[src/rtl/muldiv_sched_if.sv]
// EX-stage <-> multiply/divide sequencer handshake and result bus.
interface muldiv_sched_if #(
  parameter int unsigned WIDTH = 32
);
  logic             start_i;
  logic [1:0]       op_i;
  logic [WIDTH-1:0] a_i;
  logic [WIDTH-1:0] b_i;
  logic             flush_i;
  logic             stall_ext_i;
  logic             stall_req_o;
  logic             busy_o;
  logic             done_o;
  logic [WIDTH-1:0] hi_o;
  logic [WIDTH-1:0] lo_o;

  modport master (
    output start_i, op_i, a_i, b_i, flush_i, stall_ext_i,
    input  stall_req_o, busy_o, done_o, hi_o, lo_o
  );

  modport slave (
    input  start_i, op_i, a_i, b_i, flush_i, stall_ext_i,
    output stall_req_o, busy_o, done_o, hi_o, lo_o
  );
endinterface

[src/rtl/muldiv_sched.sv]
// Shared MULT/MULTU/DIV/DIVU sequencer: one-cycle registered multiply,
// WIDTH-cycle radix-2 restoring divide, {HI,LO} result held in DONE.
module muldiv_sched #(
  parameter int unsigned WIDTH = 32
) (
  input  logic           clk,
  input  logic           resetn,
  muldiv_sched_if.slave  bus
);
  localparam int unsigned PW = 2 * WIDTH;
  localparam int unsigned CW = (WIDTH > 1) ? $clog2(WIDTH) : 1;
  localparam logic [CW-1:0] LAST_ITER = CW'(WIDTH - 1);

  typedef enum logic [1:0] {S_IDLE, S_MUL, S_DIV, S_DONE} state_e;

  state_e           state_q, state_d;
  logic [WIDTH-1:0] mag_a_q, mag_a_d;   // dividend magnitude, shifts into quotient
  logic [WIDTH-1:0] mag_b_q, mag_b_d;
  logic [WIDTH-1:0] rem_q, rem_d;
  logic [CW-1:0]    cnt_q, cnt_d;
  logic             qneg_q, qneg_d;     // quotient / product sign
  logic             rneg_q, rneg_d;     // remainder sign
  logic [WIDTH-1:0] hi_q, hi_d;
  logic [WIDTH-1:0] lo_q, lo_d;

  logic             accept;
  logic             is_signed, sign_a, sign_b;
  logic [WIDTH:0]   trial;
  logic [WIDTH:0]   rem_nx;
  logic [WIDTH-1:0] quo_nx;
  logic             ge;
  logic [PW-1:0]    prod;
  logic [PW-1:0]    prod_fix;

  assign accept          = (state_q == S_IDLE) && bus.start_i && !bus.flush_i;
  assign bus.stall_req_o = accept || (state_q == S_MUL) || (state_q == S_DIV);
  assign bus.busy_o      = (state_q != S_IDLE);
  assign bus.done_o      = (state_q == S_DONE);
  assign bus.hi_o        = hi_q;
  assign bus.lo_o        = lo_q;

  // Operand sign decode and one restoring-divide / multiply datapath step.
  always_comb begin
    is_signed = ~bus.op_i[0];
    sign_a    = is_signed & bus.a_i[WIDTH-1];
    sign_b    = is_signed & bus.b_i[WIDTH-1];
    trial     = {rem_q, mag_a_q[WIDTH-1]};
    ge        = (trial >= {1'b0, mag_b_q});
    rem_nx    = ge ? (trial - {1'b0, mag_b_q}) : trial;
    quo_nx    = {mag_a_q[WIDTH-2:0], ge};
    prod      = PW'(mag_a_q) * PW'(mag_b_q);
    prod_fix  = qneg_q ? (PW'(0) - prod) : prod;
  end

  // Next-state and register-update logic.
  always_comb begin
    state_d = state_q;
    mag_a_d = mag_a_q;
    mag_b_d = mag_b_q;
    rem_d   = rem_q;
    cnt_d   = cnt_q;
    qneg_d  = qneg_q;
    rneg_d  = rneg_q;
    hi_d    = hi_q;
    lo_d    = lo_q;

    unique case (state_q)
      S_IDLE: begin
        if (accept) begin
          mag_a_d = sign_a ? (WIDTH'(0) - bus.a_i) : bus.a_i;
          mag_b_d = sign_b ? (WIDTH'(0) - bus.b_i) : bus.b_i;
          qneg_d  = sign_a ^ sign_b;
          rneg_d  = sign_a;
          rem_d   = '0;
          cnt_d   = '0;
          state_d = bus.op_i[1] ? S_DIV : S_MUL;
        end
      end
      S_MUL: begin
        hi_d    = prod_fix[PW-1:WIDTH];
        lo_d    = prod_fix[WIDTH-1:0];
        state_d = S_DONE;
      end
      S_DIV: begin
        mag_a_d = quo_nx;
        rem_d   = rem_nx[WIDTH-1:0];
        cnt_d   = cnt_q + CW'(1);
        if (cnt_q == LAST_ITER) begin
          // Divide by zero leaves quotient all-ones; the remainder path
          // already reproduces the raw dividend.
          if (mag_b_q == '0) begin
            lo_d = '1;
          end else begin
            lo_d = qneg_q ? (WIDTH'(0) - quo_nx) : quo_nx;
          end
          hi_d    = rneg_q ? (WIDTH'(0) - rem_nx[WIDTH-1:0]) : rem_nx[WIDTH-1:0];
          state_d = S_DONE;
        end
      end
      S_DONE: begin
        if (!bus.stall_ext_i) state_d = S_IDLE;
      end
      default: state_d = S_IDLE;
    endcase

    // Flush aborts from any state without touching HI/LO.
    if (bus.flush_i) begin
      state_d = S_IDLE;
      hi_d    = hi_q;
      lo_d    = lo_q;
    end
  end

  // State and datapath registers.
  always_ff @(posedge clk or negedge resetn) begin
    if (!resetn) begin
      state_q <= S_IDLE;
      mag_a_q <= '0;
      mag_b_q <= '0;
      rem_q   <= '0;
      cnt_q   <= '0;
      qneg_q  <= 1'b0;
      rneg_q  <= 1'b0;
      hi_q    <= '0;
      lo_q    <= '0;
    end else begin
      state_q <= state_d;
      mag_a_q <= mag_a_d;
      mag_b_q <= mag_b_d;
      rem_q   <= rem_d;
      cnt_q   <= cnt_d;
      qneg_q  <= qneg_d;
      rneg_q  <= rneg_d;
      hi_q    <= hi_d;
      lo_q    <= lo_d;
    end
  end
endmodule

[src/flat_wrapper.sv]
// flat-port wrapper written by rule: the top's interface ports become plain ports
module muldiv_sched_flat 
#(
  parameter int unsigned WIDTH = 32
)
  (clk, resetn, bus_start_i, bus_op_i, bus_a_i, bus_b_i, bus_flush_i, bus_stall_ext_i, bus_stall_req_o, bus_busy_o, bus_done_o, bus_hi_o, bus_lo_o);
  muldiv_sched_if #(.WIDTH(WIDTH)) bus_i ();
  input  logic clk;
  input  logic resetn;
  input wire logic [$bits(bus_i.start_i)-1:0] bus_start_i;
  input wire logic [$bits(bus_i.op_i)-1:0] bus_op_i;
  input wire logic [$bits(bus_i.a_i)-1:0] bus_a_i;
  input wire logic [$bits(bus_i.b_i)-1:0] bus_b_i;
  input wire logic [$bits(bus_i.flush_i)-1:0] bus_flush_i;
  input wire logic [$bits(bus_i.stall_ext_i)-1:0] bus_stall_ext_i;
  output wire logic [$bits(bus_i.stall_req_o)-1:0] bus_stall_req_o;
  output wire logic [$bits(bus_i.busy_o)-1:0] bus_busy_o;
  output wire logic [$bits(bus_i.done_o)-1:0] bus_done_o;
  output wire logic [$bits(bus_i.hi_o)-1:0] bus_hi_o;
  output wire logic [$bits(bus_i.lo_o)-1:0] bus_lo_o;
  assign bus_i.start_i = bus_start_i;
  assign bus_i.op_i = bus_op_i;
  assign bus_i.a_i = bus_a_i;
  assign bus_i.b_i = bus_b_i;
  assign bus_i.flush_i = bus_flush_i;
  assign bus_i.stall_ext_i = bus_stall_ext_i;
  assign bus_stall_req_o = bus_i.stall_req_o;
  assign bus_busy_o = bus_i.busy_o;
  assign bus_done_o = bus_i.done_o;
  assign bus_hi_o = bus_i.hi_o;
  assign bus_lo_o = bus_i.lo_o;
  muldiv_sched #(.WIDTH(WIDTH)) u_core (.clk(clk), .resetn(resetn), .bus(bus_i));
endmodule
[config.mk]
export PLATFORM = sky130hd
export DESIGN_NAME = muldiv_sched_flat
export DESIGN_NICKNAME = d
export VERILOG_FILES = /design/src/rtl/muldiv_sched_if.sv /design/src/rtl/muldiv_sched.sv /design/src/flat_wrapper.sv
export SDC_FILE = /design/constraint.sdc
export NUM_CORES = 2
export LEC_CHECK = 0
export ABC_CLOCK_PERIOD_IN_PS = 9200
export CAP_MARGIN = 0
export CORE_AREA = 3 3 292 294
export CTS_CLUSTER_SIZE = 40
export DETAILED_ROUTE_END_ITERATION = 10
export DIE_AREA = 0 0 295 297
export PLACE_DENSITY = 0.79
export RECOVER_POWER = 100
export SYNTH_ARGS = -nofsm -noshare
export SYNTH_HDL_FRONTEND = slang
export SYNTH_SLANG_ARGS = --single-unit
[constraint.sdc]
create_clock -name clk -period 9.2 [get_ports clk]
set_clock_uncertainty 0.1 [all_clocks]
set_input_delay 1.84 -clock clk [delete_from_list [all_inputs] [get_ports clk]]
set_output_delay 1.84 -clock clk [all_outputs]
set_load 0.05 [all_outputs]
# Word level (Yosys, flattened, before mapping)
# Cells that the tools add are included.
# word_totals
output_inout_bits	67
register_bits	169
input_bits	71
# classes
muxes	23
reduce_logical	14
bitwise_logic	5
multipliers	1
eq_ne	9
addsub	7
n_lt_le_gt_ge	1
# ops
cell	n
32-bit two-way mux	10
32-bit case mux with 2 select lines	4
1-bit by 32-bit subtractor with 32-bit output (first input constant)	4
32-bit by 32-bit multiplier with 64-bit output	1
64-bit two-way mux	1
1-bit by 64-bit subtractor with 64-bit output (first input constant)	1
33-bit by 32-bit >= comparator with 1-bit output	1
32-bit zero test	1
32-bit subtractor	1
2-bit two-way mux	5
5-bit case mux with 2 select lines	1
2-bit case mux with 4 select lines	1
3-bit != test (second input constant)	2
3-bit AND reduction	2
2-bit nonzero test	3
5-bit by 1-bit adder with 5-bit output (second input constant)	1
5-bit == test (second input constant)	1
5-bit two-way mux	1
2-bit == test (second input constant)	2
2-bit AND reduction	2
3-bit by 2-bit != test with 1-bit output (second input constant)	1
1-bit AND	2
2-bit by 1-bit == test with 1-bit output (second input constant)	1
1-bit logical AND	2
other kinds (7)	9

# Logic depth before layout (Yosys ltp)
# depth
depth_word	6
mapped_depth	36

# Worst setup path before layout
# No wires, ideal clock.
# synth_path
kind	reg2reg
startpoint	register u_core.mag_a_q[5]
endpoint	register u_core.hi_q[31], in the netlist u_core.bus.hi_o[31]
setup_ns	0.126
period_less_slack_ns	8.782
path_slack_ns	0.418
required_time_ns	8.974
arrival_ns	8.556
stages_incl_launch_ff	32
cell_sequence	dfrtp_1 -> clkbuf_1 -> inv_1 -> clkbuf_1 -> nor2_1 -> fa_1 -> inv_1 -> fa_1 -> inv_1 -> fa_1 -> fa_1 -> fa_1 -> fa_1 -> fa_1 -> inv_1 -> fa_1 -> inv_1 -> ha_1 -> buf_2 -> a21oi_1 -> o21ai_0 -> a21oi_1 -> a21oi_1 -> a41oi_1 -> mux2i_2 -> nand4_1 -> nor3b_1 -> nand3b_2 -> or2_4 -> o31ai_4 -> xnor2_1 -> a221o_1
# synth_via
elab_chain_cells	4
# synth_lines
item	line	rtl
start, declared	muldiv_sched.sv:17	logic [WIDTH-1:0] mag_a_q, mag_a_d;
start signal, assigned	muldiv_sched.sv:128	mag_a_q <= mag_a_d;
32-bit by 32-bit multiplier with 64-bit output (*)	muldiv_sched.sv:51	prod = PW'(mag_a_q) * PW'(mag_b_q);
1-bit by 64-bit subtractor with 64-bit output	muldiv_sched.sv:52	prod_fix = qneg_q ? (PW'(0) - prod) : prod;
64-bit two-way mux (*)	muldiv_sched.sv:52	
32-bit case mux with 2 select lines (*)	muldiv_sched.sv:67	unique case (state_q)
end signal, assigned	muldiv_sched.sv:134	hi_q <= hi_d;
end, declared	muldiv_sched.sv:23	logic [WIDTH-1:0] hi_q, hi_d;
# Every way passes the cells marked *; elsewhere a longest branch is shown, timed or not.
# A chain may end at the register's enable or synchronous reset.

# Worst setup path in the final report
# layout_path
startpoint	register u_core.mag_a_q[17]
endpoint	register u_core.hi_q[20], in the netlist u_core.bus.hi_o[20]
# The elaborated chain is that of the path after synthesis.

==> qor.yml <==
run_status: "finished, violations left"
violations: "capacitance limit, slew limit"
boundaryPins: 138
cts_tree: "done"
asyncSetResetFlopFracSynth: 1.00
grt.overflow.total: 0
crit_path_frequent_cell: "sky130_fd_sc_hd__fa_1"
edff_count_synth: 0
htreeDepth: 4
hold_path_class: "reg2reg"
layoutNonFillerInstCount: 7006
max-clock-path-buffers: 2
critPathSlowestCell: "sky130_fd_sc_hd__fa_1"
yosys_warnings: 0
synth_flop_cell: "sky130_fd_sc_hd__dfrtp_1"
tightestPinTransition_ns: 4.59
hold_viol_final: 0
die-height_microns: 297
cts_hold_buf: 0
route.final.wire_length_microns: 168000
grt_pass1_vias: 44400
path_class: "reg2reg"
post-place-ws_ns: -0.0664
synthesis.nets: 7058
io_buffers: 137
critical_path.startpoint_type: "flop"
post_drt_wl_per_cell_microns: 23.9
initial_core_util: 0.585
wire_length_of_the_first_global_routing_pass_microns: 258000
max_clock_freq_mhz: 111
crit_arrival_ns: 9.33
ys_seq_elements: 169
total_die_area_sq_um: 87600
cts-buffers-inserted: 17
dr_total_vias: 42800
ctsRootBufferMaster: "sky130_fd_sc_hd__clkbuf_16"
final-max-slew-violation-count: 247
count_of_routing_violations_after_the_opening_detailed_route_iteration: 4625
post-dp-hpwl_microns: 136000
clock_latency_ns: 0.55
max-cap-violations: 4
critical_path.max_fanout: 17
number_of_antenna_violations_at_the_first_check_in_global_routing: 15
crit_required_ns: 9.55
postLayoutSetupSlackWorst_ns: 0.218
synth-seq-area-share: 0.0869
slew_headroom: -2.06
grt_setup_unrepaired: "true"
yosysUniqueCellTypes: 116
cp_slowest_stage_delay_ns: 0.57
syn_inst_count: 5782
fraction_of_layout_instances_using_a_drive_strength_above_1: 0.0885
syn-cell-area_sq_um: 48700
drc: 0
setup-violations-final: 0
layout.cells.most_common_list: "957 x sky130_fd_sc_hd__inv_1, 897 x sky130_fd_sc_hd__fa_1, 818 x sky130_fd_sc_hd__nand2_1"
final_net_count: 7185
final_common_cell: "sky130_fd_sc_hd__inv_1"
gp_congestion: 1.06
placed_cells: 6957
timing.final.crit_period_ns: 8.98
core_area_sq_um: 83200
post_drt_via_cell_ratio: 6.11
ant_nets_after_route: 0
area_growth_syn_to_layout_pct: 10.4
endpoint_kind: "flop"
clk_pin_slew_worst_paths_ns: 0.10
row_count: 106
length_of_the_first_detailed_routing_pass_in_iterations: 6
die_w_microns: 295
cts_sinks: 169
avgSynthCellArea_sq_um: 8.42
grt_start_max_net_pins: 105
fin_crit_sh: 0.976
grt_usage: 0.390
[per-stage QoR]
| step | setup TNS, ns | hold WS (ns) | cell area (sq um) | util |
|---|---|---|---|---|
| 2_1_floorplan | 0 | 0.364 | 48700 | - |
| 3_3_place_gp | 0 | 0.351 | 52600 | 0.633 |
| 3_5_place_dp | -0.0858 | 0.363 | 52600 | 0.633 |
| 4_1_cts | 0 | 0.380 | 53300 | 0.641 |
| 5_1_grt | -0.155 | 0.420 | 53700 | 0.646 |
| 6_report | 0 | 0.374 | 53700 | 0.646 |
[cell families after synthesis]
logic type	share of synthesized area
flip-flops	0.0869
buffers and inverters	0.104
adder cells (fa/ha/maj)	0.448
AND/OR/NAND/NOR	0.200
AO/OA/AOI/OAI	0.114
XOR/XNOR	0.0407
multiplexers	0.00548
[path summary, 6_finish.rpt]
| kind | start | end | slack (ns) | depth (start not counted) |
|---|---|---|---|---|
| hold reg to reg | u_core.bus.lo_o[4] | u_core.bus.lo_o[4] | 0.37 | 2 |
| setup / recovery | u_core.mag_a_q[17] | u_core.bus.hi_o[20] | 0.22 | 28 |
| setup reg to reg | u_core.mag_a_q[17] | u_core.bus.hi_o[20] | 0.22 | 28 |
| max in group asynchronous | resetn | u_core.mag_b_q[26] | 1.33 | 2 |
| min in group asynchronous | resetn | u_core.cnt_q[4] | 2.82 | 1 |
| hold / removal | u_core.bus.lo_o[4] | u_core.bus.lo_o[4] | 0.37 | 2 |
[timing repair]
item	4_1_cts	5_1_grt
resized for setup	2	95
buffers inserted	0	12
setup endpoints to repair	2	37
cloned	0	1
pin swaps	0	12
[critical path: cells and delay by family (launching register included)]
kind,cells,cell delay (ns)
adder cells (fa/ha/maj),9,4.56
flip-flops,1,0.51
AND/OR/NAND/NOR,7,1.37
XOR/XNOR,1,0.28
AO/OA/AOI/OAI,6,1.36
buffers and inverters,5,0.69
[sequential cells by signal (all words and copies together) (netlist names)]
| name | flops |
|---|---|
| u_core.bus.hi_o | 32 |
| u_core.bus.lo_o | 32 |
| u_core.mag_a_q | 32 |
| u_core.mag_b_q | 32 |
| u_core.rem_q | 32 |
| u_core.cnt_q | 5 |
| u_core.state_q | 2 |
| u_core.qneg_q | 1 |
| u_core.rneg_q | 1 |
[synth_stat cells, types with 20 or more instances]
master / number / area, sq um
sky130_fd_sc_hd__inv_1: 958 / 3600
sky130_fd_sc_hd__buf_1: 25 / 93.8
sky130_fd_sc_hd__nand2b_1: 27 / 169
sky130_fd_sc_hd__buf_2: 29 / 145
sky130_fd_sc_hd__nand4_1: 46 / 288
sky130_fd_sc_hd__nor4_1: 37 / 231
sky130_fd_sc_hd__ha_1: 308 / 3850
sky130_fd_sc_hd__nand3_1: 37 / 185
sky130_fd_sc_hd__nor2_1: 241 / 905
sky130_fd_sc_hd__o211ai_1: 20 / 150
sky130_fd_sc_hd__and2_1: 535 / 3350
sky130_fd_sc_hd__o22ai_1: 34 / 213
sky130_fd_sc_hd__nor3_1: 62 / 310
sky130_fd_sc_hd__o21a_1: 21 / 158
sky130_fd_sc_hd__or3_1: 31 / 194
sky130_fd_sc_hd__o21ai_0: 288 / 1440
sky130_fd_sc_hd__nand2_1: 820 / 3080
sky130_fd_sc_hd__and3_1: 22 / 138
sky130_fd_sc_hd__a31oi_1: 24 / 150
sky130_fd_sc_hd__xnor2_1: 161 / 1410
sky130_fd_sc_hd__o31ai_1: 36 / 270
sky130_fd_sc_hd__xor2_1: 65 / 569
sky130_fd_sc_hd__fa_1: 897 / 18000
sky130_fd_sc_hd__dfrtp_1: 169 / 4230
sky130_fd_sc_hd__a21o_1: 36 / 270
sky130_fd_sc_hd__a21oi_1: 211 / 1060
sky130_fd_sc_hd__mux2i_1: 23 / 230
sky130_fd_sc_hd__clkbuf_1: 300 / 1130
[layout make-up]
cell class	count	area (sq um)
well taps	1080	1350
fillers	6937	29400
multi-input cells	4290	39600
clock inverters	15	233
diodes	4	10.0
clock buffers	17	425
flip-flops and latches	169	4270
inverters	959	3600
repair buffers	472	4200
[routing by layer]
layer / up-vias / wire length, microns / track usage
li1: 18400 / - / -
met1: 21300 / 63600 / 0.510
met2: 2434 / 74100 / 0.594
met3: 636 / 18200 / 0.0946
met4: 12 / 11500 / 0.221
met5: - / 75 / 0
Power is left out: the tool's default activity adds up to more than one toggle a clock period on the data nets, which glitch-free logic cannot reach.
